### src/rtl/mem_port_pkg.sv
// Shared types and constants for the unified instruction/data memory port.
package mem_port_pkg;

    // Port controller state: wait for a request, run the handshake, release the CPU for one cycle.
    typedef enum logic [1:0] {
        IDLE = 2'd0,
        BUSY = 2'd1,
        DONE = 2'd2
    } state_e;

    // Cycles mem_req may stay unacknowledged before the access is aborted (fits the 8-bit counter).
    localparam int TIMEOUT_DEFAULT = 255;

    // Byte-offset bits that must be zero for a word access.
    localparam logic [1:0] ALIGN_MASK = 2'b11;

    // True when the low address bits do not select a word boundary.
    function automatic logic is_misaligned(input logic [1:0] addr_lsb);
        return (addr_lsb & ALIGN_MASK) != 2'b00;
    endfunction

endpackage

### src/rtl/mem_timeout_cnt.sv
// Watchdog for an outstanding memory request: counts unacknowledged cycles and
// flags the cycle whose increment would reach LIMIT.
module mem_timeout_cnt #(
    parameter int LIMIT = 255
) (
    input  logic clk,
    input  logic reset,
    input  logic clear,
    input  logic enable,
    output logic expired
);

    logic [7:0] cnt_q;
    logic [7:0] cnt_d;

    // Next count: clear wins over enable, otherwise hold.
    always_comb begin
        cnt_d = cnt_q;
        if (clear) begin
            cnt_d = '0;
        end else if (enable) begin
            cnt_d = cnt_q + 8'd1;
        end
    end

    // Count register.
    always_ff @(posedge clk or posedge reset) begin
        if (reset) begin
            cnt_q <= '0;
        end else begin
            cnt_q <= cnt_d;
        end
    end

    // The current unacknowledged cycle is the LIMIT-th one.
    assign expired = enable && (cnt_q == 8'(LIMIT - 1));

endmodule

### src/rtl/mem_port_ctrl.sv
// Unified instruction/data memory port for the multicycle core: latches the
// access, runs a req/ack handshake with variable-latency memory, captures read
// data into IR or MDR, and stalls the control FSM until the access completes.
module mem_port_ctrl
    import mem_port_pkg::*;
#(
    parameter int AW      = 32,
    parameter int DW      = 32,
    parameter int TIMEOUT = TIMEOUT_DEFAULT
) (
    input  logic          clk,
    input  logic          reset,
    input  logic          cpu_req,
    input  logic          cpu_we,
    input  logic          i_or_d,
    input  logic          ir_write,
    input  logic [AW-1:0] pc,
    input  logic [AW-1:0] alu_out,
    input  logic [DW-1:0] wdata,
    output logic          cpu_stall,
    output logic [DW-1:0] instr,
    output logic [DW-1:0] mdr,
    output logic          err,
    output logic          mem_req,
    output logic          mem_we,
    output logic [AW-1:0] mem_addr,
    output logic [DW-1:0] mem_wdata,
    input  logic [DW-1:0] mem_rdata,
    input  logic          mem_ack
);

    state_e        state_q, state_d;
    logic [AW-1:0] addr_q, addr_d;
    logic          we_q, we_d;
    logic [DW-1:0] wdata_q, wdata_d;
    logic          fetch_q, fetch_d;
    logic [DW-1:0] instr_q, instr_d;
    logic [DW-1:0] mdr_q, mdr_d;
    logic          err_q, err_d;

    logic          cnt_clear;
    logic          cnt_en;
    logic          cnt_expired;
    logic [AW-1:0] req_addr;

    assign req_addr = i_or_d ? alu_out : pc;

    mem_timeout_cnt #(
        .LIMIT(TIMEOUT)
    ) u_timeout (
        .clk    (clk),
        .reset  (reset),
        .clear  (cnt_clear),
        .enable (cnt_en),
        .expired(cnt_expired)
    );

    // Next-state, access latching, read-data capture and sticky error logic.
    always_comb begin
        state_d   = state_q;
        addr_d    = addr_q;
        we_d      = we_q;
        wdata_d   = wdata_q;
        fetch_d   = fetch_q;
        instr_d   = instr_q;
        mdr_d     = mdr_q;
        err_d     = err_q;
        cnt_clear = 1'b1;
        cnt_en    = 1'b0;
        case (state_q)
            IDLE: begin
                if (cpu_req) begin
                    addr_d  = req_addr;
                    we_d    = cpu_we;
                    wdata_d = wdata;
                    fetch_d = ir_write;
                    // A misaligned access never reaches memory; release the CPU with err set.
                    if (is_misaligned(req_addr[1:0])) begin
                        err_d   = 1'b1;
                        state_d = DONE;
                    end else begin
                        state_d = BUSY;
                    end
                end
            end
            BUSY: begin
                cnt_clear = 1'b0;
                cnt_en    = !mem_ack;
                if (mem_ack) begin
                    if (!we_q) begin
                        if (fetch_q) begin
                            instr_d = mem_rdata;
                        end else begin
                            mdr_d = mem_rdata;
                        end
                    end
                    state_d = DONE;
                end else if (cnt_expired) begin
                    err_d   = 1'b1;
                    state_d = DONE;
                end
            end
            DONE: begin
                // cpu_req here belongs to the access just completed.
                state_d = IDLE;
            end
            default: begin
                state_d = IDLE;
            end
        endcase
        // An acknowledge with nothing outstanding indicates a broken memory model.
        if (mem_ack && (state_q != BUSY)) begin
            err_d = 1'b1;
        end
    end

    // State and capture registers; reset abandons any in-flight access.
    always_ff @(posedge clk or posedge reset) begin
        if (reset) begin
            state_q <= IDLE;
            addr_q  <= '0;
            we_q    <= 1'b0;
            wdata_q <= '0;
            fetch_q <= 1'b0;
            instr_q <= '0;
            mdr_q   <= '0;
            err_q   <= 1'b0;
        end else begin
            state_q <= state_d;
            addr_q  <= addr_d;
            we_q    <= we_d;
            wdata_q <= wdata_d;
            fetch_q <= fetch_d;
            instr_q <= instr_d;
            mdr_q   <= mdr_d;
            err_q   <= err_d;
        end
    end

    // The request cycle stalls only if a request is present; reset forces the stall low at once.
    assign cpu_stall = !reset && ((state_q == BUSY) || ((state_q == IDLE) && cpu_req));
    assign mem_req   = (state_q == BUSY);
    assign mem_we    = (state_q == BUSY) && we_q;
    assign mem_addr  = addr_q & ~AW'(ALIGN_MASK);
    assign mem_wdata = wdata_q;
    assign instr     = instr_q;
    assign mdr       = mdr_q;
    assign err       = err_q;

endmodule

### config.mk
export PLATFORM = sky130hd
export DESIGN_NAME = mem_port_ctrl
export DESIGN_NICKNAME = d
export VERILOG_FILES = /design/src/rtl/mem_port_pkg.sv /design/src/rtl/mem_timeout_cnt.sv /design/src/rtl/mem_port_ctrl.sv
export SDC_FILE = /design/constraint.sdc
export NUM_CORES = 1
export LEC_CHECK = 0
export CAP_MARGIN = 5
export CORE_ASPECT_RATIO = 1.25
export CORE_UTILIZATION = 37
export CTS_BUF_LIST = sky130_fd_sc_hd__clkbuf_16
export DETAILED_ROUTE_END_ITERATION = 16
export GPL_ROUTABILITY_DRIVEN = 0
export PLACE_DENSITY = 0.88
export SYNTH_ARGS = -nofsm -noshare
export SYNTH_HDL_FRONTEND = slang
export SYNTH_HIERARCHICAL = 1
export SYNTH_SLANG_ARGS = --single-unit
### constraint.sdc
create_clock -name clk -period 4.1 [get_ports clk]
set_clock_uncertainty 0.2 [all_clocks]
set_input_delay 0.41 -clock clk [delete_from_list [all_inputs] [get_ports clk]]
set_output_delay 0.41 -clock clk [all_outputs]
set_load 0.005 [all_outputs]
==> reports/results.tsv, run 1 <==
metric	value	unit
period utilisation layout	0.680	
Ports	267	
Initial Util	0.381	
final setup vio count	0	
Worst Path Buf+Inv	2	
Total Wirelength	15600	µm
WP data arrival	2.18	ns
postcts setup bufs	0	
area taken by multi-input logic gates	2040	µm²
Fill cells	1213	
total gr overflow	0	
register area share after synthesis	0.609	
crit path time final	2.79	ns
Die Y-Extent	141	µm
Synth Cell Area	5720	µm²
maxcap violations	0	
DR vias/cell	4.94	
Hold Vio Cnt, Final	0	
clock transition at the registers of the reported paths	0.06	ns
DR iter-0 viols	128	
worst-skew pair later-pin latency	0.41	ns
status	finished clean	
Reg area	3480	µm²
Data required, critical path	3.49	ns
initial antenna violation count	0	
worst path cell trace	nand2b_1 -> inv_1 -> and2_1 -> clkdlybuf4s50_1	
Leakage	3.91	nW
wire per inst	18.1	µm
Top Family by Delay on Critical Path	simple AND/OR/NAND/NOR gates	
Port Buffer Count	264	
hold buffers post-CTS	0	
slowest CP cell	nand2b_1	
largest net degree at the start of global routing	92	
row cnt	50	
worst-margin pin slew	0.895	ns
Power Density	598	nW/µm²
TNS Setup	0	ns
via count	4281	
Startpoint Class	flip-flop	
pre-CTS WS	1.46	ns
crit-path max FO	14	
area delta synth->final	59.2	%
worst vdd ir	0.000379	V
Final Worst Setup Slack	1.31	ns
DRT Pass-1 Iters	6	
die footprint	16000	µm²
layout cells sized above 1	0.197	
Compound-Gate Fraction of Synth Area	0.0416	
HPWL Detailed	11600	µm
post-synthesis register bit count	139	
global-route usage over all layers	0.201	
Ys Warns	6	
CP endpoint kind	output pin	
post-synthesis adder-cell area fraction	0.00438	
number of global-route vias before repair	4767	
clk sinks	139	
clk buf depth	2	
mux cell area share after synthesis	0.247	
Mapped Avg Cell Area	14.0	µm²
die width	113	µm
worst hold path class	input port to async pin	
final instance area	9100	µm²
fin nets	808	
CTS tree	built	
Simple-Gate Fraction of Synth Area	0.0563	
RSZ-0062 raised after global routing	no	
Mapped Cells	409	
Critical Path Max Stage Delay	0.53	ns
Post-Synth XOR/XNOR Area	0.00613	
largest family of logic cells by synthesized area	multiplexers	
ANT cells	0	
Slew HR	0.403	
CP Class	flip-flop to output pin	
core area	15000	µm²
cell area after placement	8460	µm²
Routed Antenna Nets	0	
first-pass GRT wire length	24300	µm
post_cts resized	0	
CTS Buf Count	17	
clock root buffer	clkbuf_16	
fin. max-slew vios	0	
fmax	359	MHz
Synth cell types	37	
# H-tree levels	4	
Post-route DRC	0	
[registers in the layout (all words and copies together), names as in the netlist, 2 cells and up]
register	flops
mdr	32
u_timeout/cnt_q	8
addr_q	30
instr	32
state_q	2
mem_wdata	32
[power by group]
group	switching [W]	internal [W]	leakage [nW]
clock network	0.000560	0.00107	0.312
registers	0.000254	0.00183	1.69
logic	0.000541	0.00119	1.91
total	0.00136	0.00409	3.91
[logic make-up (layout without fill, tap and decap cells)]
kind of cell	count (synthesis)	in the layout
xor+xnor	4	4
buf+inv	31	305
other cells	1	2
simple gates	60	60
fa+ha+maj	2	2
mux	128	128
flops	139	139
compound gates	44	44
[Yosys cell counts]
cell | number | area share
a211oi_1 | 2 | 0.0026
a21oi_1 | 34 | 0.030
a311oi_1 | 1 | 0.0015
a31oi_1 | 1 | 0.0011
and2_1 | 2 | 0.0022
buf_1 | 2 | 0.0013
buf_2 | 10 | 0.0088
buf_4 | 2 | 0.0026
buf_6 | 6 | 0.012
clkbuf_1 | 3 | 0.0020
clkbuf_2 | 1 | 0.00087
clkbuf_8 | 2 | 0.0048
conb_1 | 1 | 0.00066
dfrtp_1 | 139 | 0.61
ha_1 | 2 | 0.0044
inv_1 | 5 | 0.0033
mux2_1 | 1 | 0.0020
mux2_2 | 95 | 0.19
mux2_4 | 2 | 0.0053
mux2i_1 | 30 | 0.053
nand2_1 | 4 | 0.0026
nand2b_1 | 1 | 0.0011
nand4_1 | 4 | 0.0044
nand4_4 | 1 | 0.0037
nand4b_4 | 1 | 0.0042
nor2_1 | 39 | 0.026
nor2b_1 | 1 | 0.0011
nor3b_1 | 1 | 0.0013
nor4b_4 | 1 | 0.0042
o21ai_0 | 3 | 0.0026
o21bai_1 | 1 | 0.0013
o22ai_1 | 1 | 0.0011
o32ai_1 | 1 | 0.0015
or3_1 | 4 | 0.0044
or3b_2 | 1 | 0.0015
xnor2_1 | 1 | 0.0015
xor2_1 | 3 | 0.0046
[layer usage]
metal  GRT usage  wire [µm]  vias to the layer above
met4       0.102        571                        0
met5           0          0                        -
met1       0.208       5670                     2133
li1            -          -                     1959
met2       0.363       8510                      148
met3      0.0653        893                       41
[worst paths after layout]
| check | from | to | slack [ns] | cells after the start |
|---|---|---|---|---|
| max in group asynchronous | reset | addr_q[3] | 2.51 | 3 |
| max | state_q[1] | mem_we | 1.31 | 4 |
| min | reset | u_timeout/cnt_q[0] | 0.20 | 2 |
| min reg2reg | instr[6] | instr[6] | 0.30 | 1 |
| max reg2reg | state_q[1] | err | 1.55 | 7 |
| min in group clk | instr[6] | instr[6] | 0.30 | 1 |
[final cells by class]
class	instances	area share
Inverter	5	0.00248
Multi-Input combinational cell	240	0.225
Clock buffer	17	0.0468
Sequential cell	139	0.382
Clock inverter	15	0.0227
Tap cell	182	0.0250
Timing Repair Buffer	268	0.296
[per-stage QoR]
step	std cells	utilization	hold WS, ns	total power (W)
after global placement	834	0.564	0.265	0.00376
after floorplan	410	-	0.0257	0.00262
after CTS	866	0.606	0.184	0.00550
final	866	0.606	0.198	0.00544
after global routing	866	0.606	0.214	0.00569
after detailed placement	834	0.564	0.279	0.00384
[cell usage in the layout, fill, tap and decap left out, drive strengths merged, types with 2 or more instances in the layout]
master         netlist  routed
mux2i               30      30
inv                  5       8
mux2                98      98
buf                 20       5
o21ai                3       3
conb                 1       2
bufinv               0       5
and2                 2       2
clkbuf               6      17
a21oi               34      34
nand4                5       5
clkinv               0       4
nor2                39      39
a211oi               2       2
clkinvlp             0       3
nand2                4       4
xor2                 3       3
clkdlybuf4s50        0     263
ha                   2       2
dfrtp              139     139
or3                  4       4
Note: power is estimated with default switching activity, not from simulation.
==> run 2: changes to the inputs <==
Clock period 4.1 ns to 2.45 ns, I/O delays scaled along.
==> reports/results.tsv, run 2 (synthesized netlist as in run 1, its figures left out) <==
metric	value	unit
status	finished clean	
core area	15000	µm²
clk buf depth	2	
row cnt	50	
TNS Setup	0	ns
hold buffers post-CTS	0	
via count	4314	
maxcap violations	0	
initial antenna violation count	0	
area delta synth->final	58.4	%
Critical Path Max Stage Delay	0.49	ns
worst vdd ir	0.000529	V
crit path time final	2.29	ns
worst path cell trace	nand2b_4 -> inv_1 -> and2_1 -> clkdlybuf4s50_1	
Power Density	958	nW/µm²
Initial Util	0.381	
first-pass GRT wire length	24700	µm
most common cell after layout, fill and taps aside	clkdlybuf4s50_1	
total gr overflow	0	
Data required, critical path	2.01	ns
Worst Path Buf+Inv	2	
Routed Antenna Nets	0	
slowest CP cell	clkdlybuf4s50_1	
clk sinks	139	
Ports	267	
CP endpoint kind	output pin	
worst-margin pin slew	0.742	ns
DRT Pass-1 Iters	4	
Fill cells	1179	
clock transition at the registers of the reported paths	0.06	ns
fin. max-slew vios	0	
CTS Buf Count	17	
DP Cell Count	839	
ANT cells	0	
Port Buffer Count	264	
# H-tree levels	4	
global-route usage over all layers	0.205	
number of global-route vias before repair	4790	
Slew HR	0.505	
DR iter-0 viols	202	
fin nets	813	
largest net degree at the start of global routing	132	
HPWL Detailed	11700	µm
most frequent cells in the layout	clkdlybuf4s50_1 (263), dfrtp_1 (139), mux2_2 (95)	
CTS tree	built	
final instance count without filler cells	871	
Die Y-Extent	141	µm
final setup vio count	0	
fmax	436	MHz
Hold Vio Cnt, Final	0	
Startpoint Class	flip-flop	
DR vias/cell	4.95	
clock root buffer	clkbuf_16	
worst hold path class	input port to async pin	
period utilisation layout	0.936	
layout cells sized above 1	0.200	
Total Wirelength	15700	µm
wire per inst	18.0	µm
Leakage	3.91	nW
die width	113	µm
worst-skew pair later-pin latency	0.41	ns
CP Class	flip-flop to output pin	
Top Family by Delay on Critical Path	buffers and inverters	
WP data arrival	1.85	ns
die footprint	16000	µm²
Post-route DRC	0	
crit-path max FO	14	
RSZ-0062 raised after global routing	no	
==> run 2: cell types whose count changed in the layout (fill, tap and decap cells not counted), sizes merged <==
cell,previous run,this run
bufinv,5,1
clkinv,4,7
buf,5,10
inv,8,9
==> run 2: final timing paths <==
path / depth (start not counted) / slack (ns) / start / end
worst min-delay path: 2 / 0.03 / reset / u_timeout/cnt_q[7]
worst max-delay path: 4 / 0.16 / state_q[1] / mem_we
min in group clk: 4 / 0.14 / i_or_d / state_q[0]
worst max register to register: 6 / 0.49 / state_q[1] / state_q[1]
worst min register to register: 1 / 0.28 / err / err
max in group asynchronous: 3 / 1.22 / reset / mdr[4]
==> run 2: area by class of cell <==
cell class / instances / area (µm²) / share of cell area
Inverter: 5 / 22.5 / 0.00249
Multi-Input combinational cell: 240 / 2050 / 0.226
Clock inverter: 15 / 95.1 / 0.0105
Timing Repair Buffer: 273 / 2760 / 0.304
Clock buffer: 17 / 425 / 0.0470
Tap cell: 182 / 228 / 0.0251
Sequential cell: 139 / 3480 / 0.384
==> run 2: power breakdown <==
| group | switching (W) | total (W) | internal (W) |
|---|---|---|---|
| combinational | 0.000927 | 0.00294 | 0.00201 |
| clock | 0.000901 | 0.00226 | 0.00135 |
| sequential | 0.000422 | 0.00348 | 0.00305 |
==> run 2: through the flow <==
stage                     utilization  worst slack, ns  total power (W)  hold slack, ns  cell area [µm²]
final                           0.603            0.157          0.00867          0.0252             9050
after global routing            0.603           0.0355          0.00911          0.0425             9050
after CTS                       0.603            0.110          0.00878          0.0158             9050
after detailed placement        0.568            0.206          0.00646           0.265             8530
after global placement          0.568            0.310          0.00631           0.263             8530
after floorplan                     -            0.382          0.00439          -0.139             5720
==> run 2: per-layer routing <==
metal	vias up	global-route usage	wire length [µm]
li1	1971	-	-
met1	2121	0.206	5350
met2	179	0.370	8570
met3	43	0.0795	1210
met4	0	0.0976	584
met5	-	0	0
==> run 2: timing repair <==
action | CTS | global route
setup buffers | 0 | 0
endpoints found under the setup margin | 3 | 0
resized for setup | 2 | 0
